File: src/rtl/core_manage_types.sv
// rtl/core_manage_types.sv - shared core-management types and constants
// Command codes and the management address are consumed by requesters and the bench.
package core_manage_types;

   localparam int unsigned CMWA_TIMEOUT_DEF = 16;

   localparam logic [31:0] WADDR_MAN = 32'h0000_0040;

   localparam logic [31:0] HALTC0  = 32'h0000_0100;
   localparam logic [31:0] HALTC1  = 32'h0000_0101;
   localparam logic [31:0] HALTC2  = 32'h0000_0102;
   localparam logic [31:0] HALTC3  = 32'h0000_0103;
   localparam logic [31:0] NHALTC0 = 32'h0000_0200;
   localparam logic [31:0] NHALTC1 = 32'h0000_0201;
   localparam logic [31:0] NHALTC2 = 32'h0000_0202;
   localparam logic [31:0] NHALTC3 = 32'h0000_0203;

   typedef enum logic [2:0] {
      IDLE,
      ISSUE,
      SETTLE,
      WAIT_DONE,
      RESP
   } cmwa_state_t;

endpackage

File: src/rtl/rr_pick.sv
// rtl/rr_pick.sv - combinational round-robin pick, searching upward from rr_ptr with wrap
module rr_pick #(
   parameter int NUM_REQ = 4
) (
   input  logic [NUM_REQ-1:0]         req,
   input  logic [$clog2(NUM_REQ)-1:0] rr_ptr,
   output logic [$clog2(NUM_REQ)-1:0] winner,
   output logic                       valid
);

   localparam int IW = $clog2(NUM_REQ);

   always_comb begin
      int idx;
      idx    = 0;
      winner = '0;
      valid  = 1'b0;
      for (int k = 0; k < NUM_REQ; k++) begin
         // Wrap explicitly so non-power-of-two NUM_REQ stays in range.
         idx = int'(rr_ptr) + k;
         if (idx >= NUM_REQ) begin
            idx = idx - NUM_REQ;
         end
         if (!valid && req[idx[IW-1:0]]) begin
            winner = idx[IW-1:0];
            valid  = 1'b1;
         end
      end
   end

endmodule

File: src/rtl/core_mgmt_write_arbiter.sv
// rtl/core_mgmt_write_arbiter.sv - round-robin arbiter for the management-register write port
// One write in flight; issue pulse, settle cycle, wait for w_done or time out, then respond.
module core_mgmt_write_arbiter
   import core_manage_types::*;
#(
   parameter int NUM_REQ = 4,
   parameter int TIMEOUT = CMWA_TIMEOUT_DEF
) (
   input  logic                       clk,
   input  logic                       rst,
   input  logic                       pwr,
   input  logic [NUM_REQ-1:0]         req,
   input  logic [NUM_REQ*32-1:0]      req_addr,
   input  logic [NUM_REQ*32-1:0]      req_data,
   output logic [NUM_REQ-1:0]         req_done,
   output logic [NUM_REQ-1:0]         req_err,
   output logic                       m_awvalid,
   output logic                       m_wvalid,
   output logic [31:0]                m_waddr,
   output logic [31:0]                m_wdata,
   input  logic                       m_wdone,
   output logic                       busy,
   output logic [$clog2(NUM_REQ)-1:0] gnt_id
);

   localparam int IW = $clog2(NUM_REQ);
   localparam int CW = $clog2(TIMEOUT);

   cmwa_state_t   state;
   cmwa_state_t   state_nx;
   logic [IW-1:0] rr_ptr;
   logic [IW-1:0] pick_id;
   logic          pick_vld;
   logic [CW-1:0] wait_cnt;
   logic          timeout_hit;
   logic          err_q;
   logic [31:0]   hold_addr;
   logic [31:0]   hold_data;
   logic [31:0]   addr_sel;
   logic [31:0]   data_sel;

   rr_pick #(.NUM_REQ(NUM_REQ)) u_rr_pick (
      .req    (req),
      .rr_ptr (rr_ptr),
      .winner (pick_id),
      .valid  (pick_vld)
   );

   always_comb begin
      addr_sel = '0;
      data_sel = '0;
      for (int i = 0; i < NUM_REQ; i++) begin
         if (pick_id == IW'(i)) begin
            addr_sel = req_addr[32*i +: 32];
            data_sel = req_data[32*i +: 32];
         end
      end
   end

   // Last WAIT_DONE cycle is the one where the incremented count would reach TIMEOUT-1.
   assign timeout_hit = (wait_cnt == CW'(TIMEOUT - 2));

   always_ff @(posedge clk or posedge rst) begin
      if (rst) begin
         state <= IDLE;
      end else begin
         state <= state_nx;
      end
   end

   always_comb begin
      state_nx = state;
      case (state)
         IDLE:      if (pwr && pick_vld)        state_nx = ISSUE;
         ISSUE:     if (pwr)                    state_nx = SETTLE;
         SETTLE:                                state_nx = WAIT_DONE;
         WAIT_DONE: if (m_wdone || timeout_hit) state_nx = RESP;
         RESP:                                  state_nx = IDLE;
         default:                               state_nx = IDLE;
      endcase
   end

   always_ff @(posedge clk or posedge rst) begin
      if (rst) begin
         hold_addr <= '0;
         hold_data <= '0;
         gnt_id    <= '0;
         rr_ptr    <= '0;
         wait_cnt  <= '0;
         err_q     <= 1'b0;
      end else begin
         if (state == IDLE && state_nx == ISSUE) begin
            hold_addr <= addr_sel;
            hold_data <= data_sel;
            gnt_id    <= pick_id;
         end
         if (state == SETTLE) begin
            wait_cnt <= '0;
         end else if (state == WAIT_DONE && !m_wdone) begin
            wait_cnt <= wait_cnt + 1'b1;
         end
         if (state == WAIT_DONE) begin
            err_q <= !m_wdone;
         end
         if (state == RESP) begin
            rr_ptr <= (gnt_id == IW'(NUM_REQ - 1)) ? '0 : gnt_id + 1'b1;
         end
      end
   end

   // Valids are held off while power is low so the pulse waits in ISSUE.
   always_comb begin
      m_awvalid = (state == ISSUE) && pwr;
      m_wvalid  = (state == ISSUE) && pwr;
      busy      = (state != IDLE);
      req_done  = '0;
      req_err   = '0;
      if (state == RESP) begin
         if (err_q) begin
            req_err[gnt_id] = 1'b1;
         end else begin
            req_done[gnt_id] = 1'b1;
         end
      end
   end

   assign m_waddr = hold_addr;
   assign m_wdata = hold_data;

endmodule

File: config.mk
export PLATFORM = sky130hd
export DESIGN_NAME = core_mgmt_write_arbiter
export DESIGN_NICKNAME = d
export VERILOG_FILES = /design/src/rtl/core_manage_types.sv /design/src/rtl/rr_pick.sv /design/src/rtl/core_mgmt_write_arbiter.sv
export SDC_FILE = /design/constraint.sdc
export NUM_CORES = 1
export LEC_CHECK = 0
export ABC_AREA = 1
export CORE_AREA = 2 2 132 134
export CTS_CLUSTER_DIAMETER = 120
export DETAILED_ROUTE_END_ITERATION = 8
export DIE_AREA = 0 0 134 136
export GPL_ROUTABILITY_DRIVEN = 0
export GPL_TIMING_DRIVEN = 0
export HOLD_SLACK_MARGIN = 0.12
export PLACE_DENSITY = 0.78
export SLEW_MARGIN = 20
export SYNTH_ARGS = -nofsm -noshare
export SYNTH_HDL_FRONTEND = slang
export SYNTH_SLANG_ARGS = --single-unit
File: constraint.sdc
create_clock -name clk -period 4.1 [get_ports clk]
set_input_delay 0.615 -clock clk [delete_from_list [all_inputs] [get_ports clk]]
set_output_delay 0.615 -clock clk [all_outputs]
set_load 0.005 [all_outputs]
==> flow_summary.ini <==
[timing]
setup_tns_ns = 0
rsz0062_at_grt = false
relSlewSlack = 0.574
tightestPinTransition_ns = 0.639
worst_clock_skew_ns = 0.00747
fmax_mhz = 354
setup_viol_count_final = 0
layout_min_cycle_time_ns = 2.82
fin_crit_sh = 0.689
drv_slew = 0
hold_viol = 0

[setup_path]
reg2reg_depth = 13
startpoint_type = register
required_ns = 3.48
crit_arrival_ns = 2.21
r2r_end = m_wdata[12]$_DFFE_PP0P_
worstSetupPathType = reg -> out
reg2reg_slack_ns = 1.59
endpoint_kind = primary output
path_max_fanout = 8
r2r-start = rr_ptr[0]$_DFFE_PP0P_

[global_route]
grt_max_degree = 42
grt_pass1_vias = 7252
antenna_found_initial = 0
grt_first_pass_wirelength_mm = 36.8
grt.overflow.total = 0
gr-usage-all-layers = 0.261

[floorplan]
core_mm2 = 0.0169
row_count = 48
io_pins = 341
fp.dieW_um = 134
die_h_um = 136
die_area_mm2 = 0.0182
floorplan.initialDensity = 0.375

[cts]
worst_skew_pair.late_latency_ns = 0.35
cts_root_buf = clkbuf_16
post_cts_buffers = 0
ctsHoldBuffers = 0
clkTransAtPathRegs_ns = 0.06
ctsLongestPathBuffers = 2
cts-resized-gates = 0
cts_tree = done
htreeDepth = 3
cts.sinks = 76
cts_buffers = 9

[detailed_routing]
vias = 7696
viasPerCell = 4.48
wl_per_cell_um = 14.0
drc = 0
ant_nets = 0
drtIter0Drc = 402
dr.pass1.iters = 5
finalWirelength_mm = 24.0

[synthesis]
synth_top_area_frac = 0.301
synth.distinct_cells = 24
synthFlopType = dfrtp_1
synth_fp_nets = 1406
ys_seq_elements = 76
synth_cells = 1136
synth_top_cell_by_area = dfrtp_1
ys_seq_area_frac = 0.301
synthTopCellsByArea = dfrtp_1 30%, nand2_1 29%, inv_1 14%
synth_most_common_cell = nand2_1
netlist_area_mm2 = 0.00632
yosys_warnings = 0
async_reset_ff_frac = 1.00
synth_commonest_cells = 490 x nand2_1, 237 x inv_1, 114 x nand3_1
synth-edff-count = 0
avgSynthCellArea_um2 = 5.57

[cells_and_area]
drive_above_1_share = 0.0476
final_area_mm2 = 0.0103
area_growth_pct = 63.6
nNetsFinal = 1758

[hold_path]
hold_end = m_waddr[17]$_DFFE_PP0P_
holdPathStages = 2
hp-class = reg -> reg
holdCritStartpoint = m_waddr[17]$_DFFE_PP0P_

[place]
dpl.hpwl_mm = 18.9
placed_area_mm2 = 0.0100
port-buffer-count = 340

[job]
cap_viol_max_count = 0

[pwr]
vdd_drop_max_mv = 0.328
total_leakage_power_nw = 5.79
power_frac_seq = 0.175
pwr-share-clk = 0.111
swShare = 0.500
power_frac_comb = 0.714
switching_power_w = 0.00377
internal-power_w = 0.00377
powerDensity_mw_per_mm2 = 729

[outcome]
outcome = complete, no violations
-- per-layer routing --
metal | share of wire | global-route usage | vias up | wire (µm)
met1 | 0.39 | 0.293 | 3334 | 9340
met4 | 0.032 | 0.104 | 0 | 757
met5 | 0 | 0 | - | 0
met3 | 0.093 | 0.0749 | 47 | 2220
li1 | - | - | 4000 | -
met2 | 0.49 | 0.465 | 315 | 11700
-- registers in the layout (all words and copies together), names as in the netlist --
signal / cells
err_q: 1
m_waddr: 32
rr_ptr: 2
gnt_id: 2
wait_cnt: 4
state: 3
m_wdata: 32
-- cell type report --
type / count / area [µm²]
Sequential cell: 76 / 1900
Fill cell: 1619 / 6530
Clock inverter: 1 / 30.0
Clock buffer: 14 / 274
Antenna cell: 1 / 2.50
Multi-Input combinational cell: 762 / 3180
Timing Repair Buffer: 341 / 3430
Inverter: 245 / 922
Buffer: 53 / 323
Tap cell: 225 / 282
-- critical path, stage by stage (launching register included) --
cell and delay (ns):
dfrtp_1 0.41, nor3_1 0.45, inv_1 0.24, nor3_1 0.22, clkdlybuf4s50_1 0.54
-- placed cells by master (no fill, tap or decap), types with 11 or more instances in the layout --
| master | n |
|---|---|
| nor2_1 | 103 |
| clkdlybuf4s50_1 | 340 |
| nand3_1 | 114 |
| dfrtp_1 | 76 |
| clkbuf_1 | 12 |
| buf_2 | 21 |
| buf_4 | 12 |
| inv_1 | 236 |
| nor3_1 | 11 |
| nand2_1 | 490 |
| nand4_1 | 13 |
-- logic make-up after synthesis --
family	share of synthesized area
and+or+nand+nor	0.475
xor gates and xnor gates	0.00277
buffers and inverters	0.197
AOI/OAI and AO/OA	0.0133
DFF	0.301
adders and majority gates	0.0119
-- power groups by stage --
stage | combinational, W | sequential, W | clock [W]
floorplan | 0.00329 | 0.00132 | 0
global placement | 0.00533 | 0.00131 | 0
detailed placement | 0.00542 | 0.00132 | 0
CTS | 0.00544 | 0.00131 | 0.000849
global route | 0.00605 | 0.00135 | 0.000889
finish | 0.00538 | 0.00132 | 0.000840
-- how the worst max path moves through the flow --
stage | from | to | slack [ns] | cells past startpoint
2_1_floorplan | rst | err_q$_DFFE_PP0N_ | 1.55 | 1
3_3_place_gp | rst | m_waddr[30]$_DFFE_PP0P_ | 0.02 | 2
3_5_place_dp | req[3] | m_waddr[4]$_DFFE_PP0P_ | 0.96 | 15
4_1_cts | req[3] | m_wdata[12]$_DFFE_PP0P_ | 1.31 | 15
5_1_grt | req[0] | m_waddr[31]$_DFFE_PP0P_ | 1.03 | 15
6_report | state[0]$_DFF_PP0_ | req_done[0] | 1.28 | 4
-- through the flow --
step                      utilization  setup WS (ns)  hold WS [ns]  cells  total power, W
after floorplan                     -           1.55         0.472   1136         0.00461
after global placement          0.593         0.0166         0.460   1701         0.00664
after detailed placement        0.595          0.962         0.464   1702         0.00674
after CTS                       0.613           1.31         0.480   1717         0.00760
after global routing            0.613           1.03         0.502   1717         0.00829
final                           0.613           1.28         0.475   1718         0.00754
Note: power is estimated with default switching activity, not from simulation.
